## src/rtl/vram_dma_if.sv

```systemverilog
// vram_dma_if: CPU register port plus VRAM port-A bundle for vram_dma.
// slave is the DMA engine side, master the system/CPU side.
interface vram_dma_if;
   logic [15:0] cpu_addr;
   logic [7:0]  cpu_dout;
   logic        cpu_wr_n;
   logic        cpu_rd_n;
   logic        cpu_vram_cs;
   logic        reg_cs;
   logic [7:0]  reg_data_out;
   logic        dma_grant;
   logic [15:0] dma_addr;
   logic        dma_wr;
   logic [7:0]  dma_data;
   logic [7:0]  dma_din;
   logic        busy;
   logic        done;
   logic        irq_n;

   modport slave (
      input  cpu_addr, cpu_dout, cpu_wr_n, cpu_rd_n,
      input  cpu_vram_cs, dma_din,
      output reg_cs, reg_data_out, dma_grant, dma_addr,
      output dma_wr, dma_data, busy, done, irq_n
   );

   modport master (
      output cpu_addr, cpu_dout, cpu_wr_n, cpu_rd_n,
      output cpu_vram_cs, dma_din,
      input  reg_cs, reg_data_out, dma_grant, dma_addr,
      input  dma_wr, dma_data, busy, done, irq_n
   );
endinterface

```

## src/rtl/vram_dma.sv

```systemverilog
// vram_dma: fill/copy engine for the char/colour VRAMs, uses spare port-A cycles.
// Define VRAM_DMA_IRQ_EN to drive irq_n low while done_sticky is set.
module vram_dma #(
   parameter logic [7:0] BASE_PAGE = 8'h8C
) (
   input logic       clk_24,
   input logic       reset_n,
   vram_dma_if.slave bus
);
   typedef enum logic [2:0] {
      IDLE,
      FILL_WR,
      CP_RD,
      CP_CAP,
      CP_WR,
      FINISH
   } state_t;

   state_t state, state_nx;

   logic [15:0] src_r, dst_r, len_r;
   logic [7:0]  fill_r;
   logic [15:0] src_w, dst_w, len_w;
   logic [15:0] src_nx, dst_nx, len_nx;
   logic [7:0]  latch_r, latch_nx;
   logic        wr_n_q, rd_n_q;
   logic        done_r, done_sticky;
   logic [2:0]  ofs;
   logic        sel, wr_stb, rd_stb, ctrl_wr, stat_rd;
   logic        start_req, abort_req;
   logic        busy_w, req, grant;
   logic [15:0] addr_o;
   logic [7:0]  data_o, rdata;
   logic        wr_o;
   logic        unused_bits;

   assign unused_bits = ^bus.cpu_addr[7:3];

   assign ofs       = bus.cpu_addr[2:0];
   assign sel       = bus.cpu_addr[15:8] == BASE_PAGE;
   assign wr_stb    = sel & ~bus.cpu_wr_n & wr_n_q;
   assign rd_stb    = sel & ~bus.cpu_rd_n & rd_n_q;
   assign ctrl_wr   = wr_stb & (ofs == 3'd7);
   assign stat_rd   = rd_stb & (ofs == 3'd7);
   assign abort_req = ctrl_wr & bus.cpu_dout[2];
   assign start_req = ctrl_wr & bus.cpu_dout[0]
                    & ~bus.cpu_dout[2];

   assign busy_w = state != IDLE;
   assign req    = state inside {FILL_WR, CP_RD, CP_WR};
   assign grant  = req & ~bus.cpu_vram_cs;

   // Strobes fire on the falling edge of the Z80 strobes only.
   always_ff @(posedge clk_24 or negedge reset_n) begin
      if (!reset_n) begin
         wr_n_q <= 1'b1;
         rd_n_q <= 1'b1;
      end else begin
         wr_n_q <= bus.cpu_wr_n;
         rd_n_q <= bus.cpu_rd_n;
      end
   end

   always_ff @(posedge clk_24 or negedge reset_n) begin
      if (!reset_n) begin
         src_r  <= '0;
         dst_r  <= '0;
         len_r  <= '0;
         fill_r <= '0;
      end else if (wr_stb && !busy_w) begin
         unique case (ofs)
            3'd0: src_r[7:0]  <= bus.cpu_dout;
            3'd1: src_r[15:8] <= bus.cpu_dout;
            3'd2: dst_r[7:0]  <= bus.cpu_dout;
            3'd3: dst_r[15:8] <= bus.cpu_dout;
            3'd4: len_r[7:0]  <= bus.cpu_dout;
            3'd5: len_r[15:8] <= bus.cpu_dout;
            3'd6: fill_r      <= bus.cpu_dout;
            default: ;
         endcase
      end
   end

   always_ff @(posedge clk_24 or negedge reset_n) begin
      if (!reset_n) begin
         state   <= IDLE;
         src_w   <= '0;
         dst_w   <= '0;
         len_w   <= '0;
         latch_r <= '0;
      end else begin
         state   <= state_nx;
         src_w   <= src_nx;
         dst_w   <= dst_nx;
         len_w   <= len_nx;
         latch_r <= latch_nx;
      end
   end

   always_comb begin
      state_nx = state;
      src_nx   = src_w;
      dst_nx   = dst_w;
      len_nx   = len_w;
      latch_nx = latch_r;
      wr_o     = 1'b0;
      addr_o   = '0;
      data_o   = '0;
      unique case (state)
         IDLE: begin
            if (start_req) begin
               src_nx = src_r;
               dst_nx = dst_r;
               len_nx = len_r;
               if (len_r == 16'd0)
                  state_nx = FINISH;
               else if (bus.cpu_dout[1])
                  state_nx = CP_RD;
               else
                  state_nx = FILL_WR;
            end
         end
         FILL_WR: begin
            if (abort_req) begin
               state_nx = FINISH;
            end else if (grant) begin
               wr_o   = 1'b1;
               addr_o = dst_w;
               data_o = fill_r;
               dst_nx = dst_w + 16'd1;
               len_nx = len_w - 16'd1;
               if (len_w == 16'd1)
                  state_nx = FINISH;
            end
         end
         CP_RD: begin
            if (abort_req) begin
               state_nx = FINISH;
            end else if (grant) begin
               addr_o   = src_w;
               state_nx = CP_CAP;
            end
         end
         // RAM output now holds the byte addressed in CP_RD.
         CP_CAP: begin
            if (abort_req) begin
               state_nx = FINISH;
            end else begin
               latch_nx = bus.dma_din;
               src_nx   = src_w + 16'd1;
               state_nx = CP_WR;
            end
         end
         CP_WR: begin
            if (abort_req) begin
               state_nx = FINISH;
            end else if (grant) begin
               wr_o   = 1'b1;
               addr_o = dst_w;
               data_o = latch_r;
               dst_nx = dst_w + 16'd1;
               len_nx = len_w - 16'd1;
               state_nx = (len_w == 16'd1) ? FINISH : CP_RD;
            end
         end
         FINISH: state_nx = IDLE;
         default: state_nx = IDLE;
      endcase
   end

   always_ff @(posedge clk_24 or negedge reset_n) begin
      if (!reset_n) begin
         done_r      <= 1'b0;
         done_sticky <= 1'b0;
      end else begin
         done_r <= state == FINISH;
         if (state == FINISH)
            done_sticky <= 1'b1;
         else if (stat_rd)
            done_sticky <= 1'b0;
      end
   end

   always_comb begin
      rdata = 8'h00;
      unique case (ofs)
         3'd0: rdata = src_r[7:0];
         3'd1: rdata = src_r[15:8];
         3'd2: rdata = dst_r[7:0];
         3'd3: rdata = dst_r[15:8];
         3'd4: rdata = len_r[7:0];
         3'd5: rdata = len_r[15:8];
         3'd6: rdata = fill_r;
         3'd7: rdata = {6'd0, done_sticky, busy_w};
      endcase
   end

   assign bus.reg_cs       = sel;
   assign bus.reg_data_out = rdata;
   assign bus.dma_grant    = grant;
   assign bus.dma_addr     = addr_o;
   assign bus.dma_wr       = wr_o;
   assign bus.dma_data     = data_o;
   assign bus.busy         = busy_w;
   assign bus.done         = done_r;

`ifdef VRAM_DMA_IRQ_EN
   assign bus.irq_n = ~done_sticky;
`else
   assign bus.irq_n = 1'b1;
`endif
endmodule

```

## src/flat_wrapper.sv

```systemverilog
// flat-port wrapper written by rule: the top's interface ports become plain ports
module vram_dma_flat 
#(
   parameter logic [7:0] BASE_PAGE = 8'h8C
)
  (clk_24, reset_n, bus_cpu_addr, bus_cpu_dout, bus_cpu_wr_n, bus_cpu_rd_n, bus_cpu_vram_cs, bus_dma_din, bus_reg_cs, bus_reg_data_out, bus_dma_grant, bus_dma_addr, bus_dma_wr, bus_dma_data, bus_busy, bus_done, bus_irq_n);
  vram_dma_if bus_i ();
  input logic clk_24;
  input logic reset_n;
  input wire logic [$bits(bus_i.cpu_addr)-1:0] bus_cpu_addr;
  input wire logic [$bits(bus_i.cpu_dout)-1:0] bus_cpu_dout;
  input wire logic [$bits(bus_i.cpu_wr_n)-1:0] bus_cpu_wr_n;
  input wire logic [$bits(bus_i.cpu_rd_n)-1:0] bus_cpu_rd_n;
  input wire logic [$bits(bus_i.cpu_vram_cs)-1:0] bus_cpu_vram_cs;
  input wire logic [$bits(bus_i.dma_din)-1:0] bus_dma_din;
  output wire logic [$bits(bus_i.reg_cs)-1:0] bus_reg_cs;
  output wire logic [$bits(bus_i.reg_data_out)-1:0] bus_reg_data_out;
  output wire logic [$bits(bus_i.dma_grant)-1:0] bus_dma_grant;
  output wire logic [$bits(bus_i.dma_addr)-1:0] bus_dma_addr;
  output wire logic [$bits(bus_i.dma_wr)-1:0] bus_dma_wr;
  output wire logic [$bits(bus_i.dma_data)-1:0] bus_dma_data;
  output wire logic [$bits(bus_i.busy)-1:0] bus_busy;
  output wire logic [$bits(bus_i.done)-1:0] bus_done;
  output wire logic [$bits(bus_i.irq_n)-1:0] bus_irq_n;
  assign bus_i.cpu_addr = bus_cpu_addr;
  assign bus_i.cpu_dout = bus_cpu_dout;
  assign bus_i.cpu_wr_n = bus_cpu_wr_n;
  assign bus_i.cpu_rd_n = bus_cpu_rd_n;
  assign bus_i.cpu_vram_cs = bus_cpu_vram_cs;
  assign bus_i.dma_din = bus_dma_din;
  assign bus_reg_cs = bus_i.reg_cs;
  assign bus_reg_data_out = bus_i.reg_data_out;
  assign bus_dma_grant = bus_i.dma_grant;
  assign bus_dma_addr = bus_i.dma_addr;
  assign bus_dma_wr = bus_i.dma_wr;
  assign bus_dma_data = bus_i.dma_data;
  assign bus_busy = bus_i.busy;
  assign bus_done = bus_i.done;
  assign bus_irq_n = bus_i.irq_n;
  vram_dma #(.BASE_PAGE(BASE_PAGE)) u_core (.clk_24(clk_24), .reset_n(reset_n), .bus(bus_i));
endmodule
```

## config.mk

```make
export PLATFORM = sky130hd
export DESIGN_NAME = vram_dma_flat
export DESIGN_NICKNAME = d
export VERILOG_FILES = /design/src/rtl/vram_dma_if.sv /design/src/rtl/vram_dma.sv /design/src/flat_wrapper.sv
export SDC_FILE = /design/constraint.sdc
export NUM_CORES = 1
export LEC_CHECK = 0
export ABC_AREA = 1
export CAP_MARGIN = 30
export CORE_MARGIN = 1
export CORE_UTILIZATION = 52
export DETAILED_ROUTE_END_ITERATION = 7
export PLACE_DENSITY = 0.77
export SYNTH_ARGS = -nofsm -noshare
export SYNTH_HDL_FRONTEND = slang
export SYNTH_SLANG_ARGS = --single-unit
```

## constraint.sdc

```tcl
create_clock -name clk_24 -period 1.85 [get_ports clk_24]
set_input_delay 0.37 -clock clk_24 [delete_from_list [all_inputs] [get_ports clk_24]]
set_output_delay 0.37 -clock clk_24 [all_outputs]
set_load 0.05 [all_outputs]
```

==> impl_metrics.toml <==
[logic_synthesis]
synth_cells = 1055
synth_top_family_by_area = "simple AND/OR/NAND/NOR gates"
synth_fa_ha_area_share_pct = 0.704
ys_seq_elements = 119
synth_ff_type = "dfrtp_1"
yosys-mux-area-fraction_pct = 0.563
synth_xor_area_share_pct = 1.11
async_flop_share_pct = 100
synth_area_um2 = 7110
synthesis.nets = 1096
synth_cell_types = 35
yosys_warnings = 0
yosys.area_share.simple_pct = 36.0
synth-edff-count = 0
synth_compound_area_share_pct = 11.6
seq_area_frac_synth_pct = 41.9
avgSynthCellArea_um2 = 6.74

[routing]
vias_per_cell = 6.41
drt_wl_total_mm = 32.6
drt_iter0_drc = 1647
ant_nets = 0
drc = 0
drtPass1Iterations = 7
wire_per_inst_um = 22.7
routed-via-count = 9223

[final_layout]
utilization_pct = 82.8
seqCellArea_um2 = 2980
final_cell_mix = "nand2_1 (361), dfrtp_1 (114), nand3_1 (90), buf_4 (87), inv_1 (82)"
drive_gt1_share_pct = 29.6
multi_input_area_um2 = 4460
stdcell_area_um2 = 11000
syn2layout_area_growth_pct = 54.8
nNetsFinal = 1292
num_antenna_cells = 0
n_fill_cell = 714
final_common_cell = "nand2_1"

[pwr]
totalPowerFinal_w = 0.0141
power_density_nw_per_um2 = 1280
p_leak_nw = 5.31
vdd_drop_max_mv = 1.40

[sta]
tns_ps = -53830
fin_ws_ps = -674
min_period_over_period_pct = 136
rsz0062_at_grt = "yes"
finalMaxSlewViolations = 0
relSlewSlack_pct = 65.0
fin_crit_ps = 2520
setup-violations-final = 142
worst_slew_pin_slew_ps = 523
skew_ps = 9.15
hold_viol_final = 0
clock.fmax_mhz = 396

[clock_tree]
cts.sinks = 119
clockBufferDepth = 2
cts.reportedPaths.clkPinSlew_ps = 60
root_buffer = "clkbuf_16"
cts_buffers = 17
cts_tree = "done"
clk_latency_ps = 430
cts_max_level = 4

[setup_path]
cp-start-kind = "flop"
crit_type = "reg2out"
rr_worst_depth = 14
rr_endpoint = "u_core.dst_r[7]"
crit_path_end_kind = "output port"
cp_max_fo = 9
worstPathArrival_ps = 2150
cp_data_required_time_ps = 1480
reg2reg_from = "u_core.state[0]"
r2r_slack_ps = -600

[place]
dp_hpwl_mm = 16.3
gp_congestion = 0.949
place_area_um2 = 8850
io_buffers = 68
place_ws_ps = -740

[global_routing]
grt_max_degree = 55
met3_usage_pct = 7.57
globalRoute.busiestLayer = "met2"
grt_antenna_before_repair = 0
grt_usage_pct = 37.7
grt_use_met2_pct = 60.1
overflow = 0
use_met1_pct = 48.1
grt_pass1_wl_mm = 40.8
grt_pass1_vias = 7838

[die]
num_io_pins = 75
core-area_um2 = 13300
die_area_um2 = 14100
die-width_um = 119
rows = 42
die_h_um = 119
start_util_pct = 53.5

[hold_path]
min-delay-path-class = "in2async"

[flow_run]
maxCapViolCount = 0

[status]
status = "complete, but fails checks"
violations = "setup timing"
per-layer routing:
| layer | wire length, um | part of all wire, % | up-vias |
|---|---|---|---|
| met2 | 14500 | 44 | 935 |
| li1 | - | - | 3811 |
| met5 | 0 | 0 | - |
| met4 | 3070 | 9.4 | 0 |
| met3 | 4070 | 12 | 299 |
| met1 | 11000 | 34 | 4178 |
report_power, final:
| group | switching [W] | total, W | internal [W] |
|---|---|---|---|
| Clock | 0.00124 | 0.00344 | 0.00220 |
| Combinational | 0.00444 | 0.00739 | 0.00295 |
| Sequential | 0.000360 | 0.00328 | 0.00292 |
| Total | 0.00604 | 0.0141 | 0.00806 |
synthesized netlist by cell type, drive strengths merged, types with 9 or more instances:
library cell	instances	area share [%]
nor2	84	4.5
inv	107	5.6
nand2	413	22
o21ai	95	6.7
buf	19	1.4
nand4	12	1.1
nand3	107	7.6
clkbuf	14	0.74
a21oi	16	1.1
o22ai	18	1.6
xor2	9	1.1
dfrtp	117	41
per-stage QoR:
stage                     hold WS [ps]  instances
after floorplan                   74.4       1055
after global placement             320       1339
after detailed placement           315       1339
after CTS                          398       1409
after global routing               420       1438
final                              409       1438
what timing repair did:
action | in CTS | in global routing
buffers inserted | 34 | 23
pin swaps | 43 | 32
hold buffers | 1 | 0
hold endpoints to repair | 22 | 0
cloned | 7 | 9
endpoints found under the setup margin | 143 | 151
resized for setup | 188 | 135
sequential cells by signal (all words and copies together), names as in the netlist:
| signal | count |
|---|---|
| u_core.latch_r | 8 |
| u_core.rd_n_q | 1 |
| u_core.bus.done | 1 |
| u_core.fill_r | 8 |
| u_core.len_r | 16 |
| u_core.done_sticky | 1 |
| u_core.len_w | 16 |
| u_core.src_w | 16 |
| u_core.dst_w | 16 |
| u_core.wr_n_q | 1 |
| u_core.state | 3 |
| u_core.dst_r | 16 |
| u_core.src_r | 16 |
critical path: stages, from the launching register on:
cell,delay [ps]
dfrtp_1,440
inv_2,110
nand3_4,90
buf_4,150
buf_4,120
clkinv_1,180
nand2_1,250
a21oi_4,200
buf_6,180
layout make-up:
| cell class | count | share of cell area, % |
|---|---|---|
| Clock buffer | 21 | 4.28 |
| Clock inverter | 9 | 1.14 |
| Inverter | 113 | 4.28 |
| Multi-Input combinational cell | 791 | 40.6 |
| Sequential cell | 119 | 27.1 |
| Tap cell | 176 | 2.00 |
| Timing Repair Buffer | 208 | 20.6 |
| Timing Repair inverter | 1 | 0.0682 |
how the worst max path moves through the flow:
stage                     cells after the start  slack, ps               end              from
final                                         8       -670   bus_dma_data[1]   u_core.state[2]
after global routing                         10       -710   bus_dma_addr[7]   u_core.state[0]
after CTS                                     9       -570  bus_dma_addr[14]   u_core.state[1]
after detailed placement                     12       -740  bus_dma_addr[14]  bus_cpu_addr[15]
after global placement                       12       -710   bus_dma_addr[0]  bus_cpu_addr[15]
after floorplan                               9       -450   bus_dma_addr[7]  bus_cpu_addr[15]
kinds of logic after synthesis:
kind of cell    count (synthesis)
buf+inv                       146
flops                         119
simple gates                  624
compound gates                148
xor+xnor                        9
fa+ha+maj                       4
mux                             4
other cells                     1
Note: power is estimated with default switching activity, not from simulation.
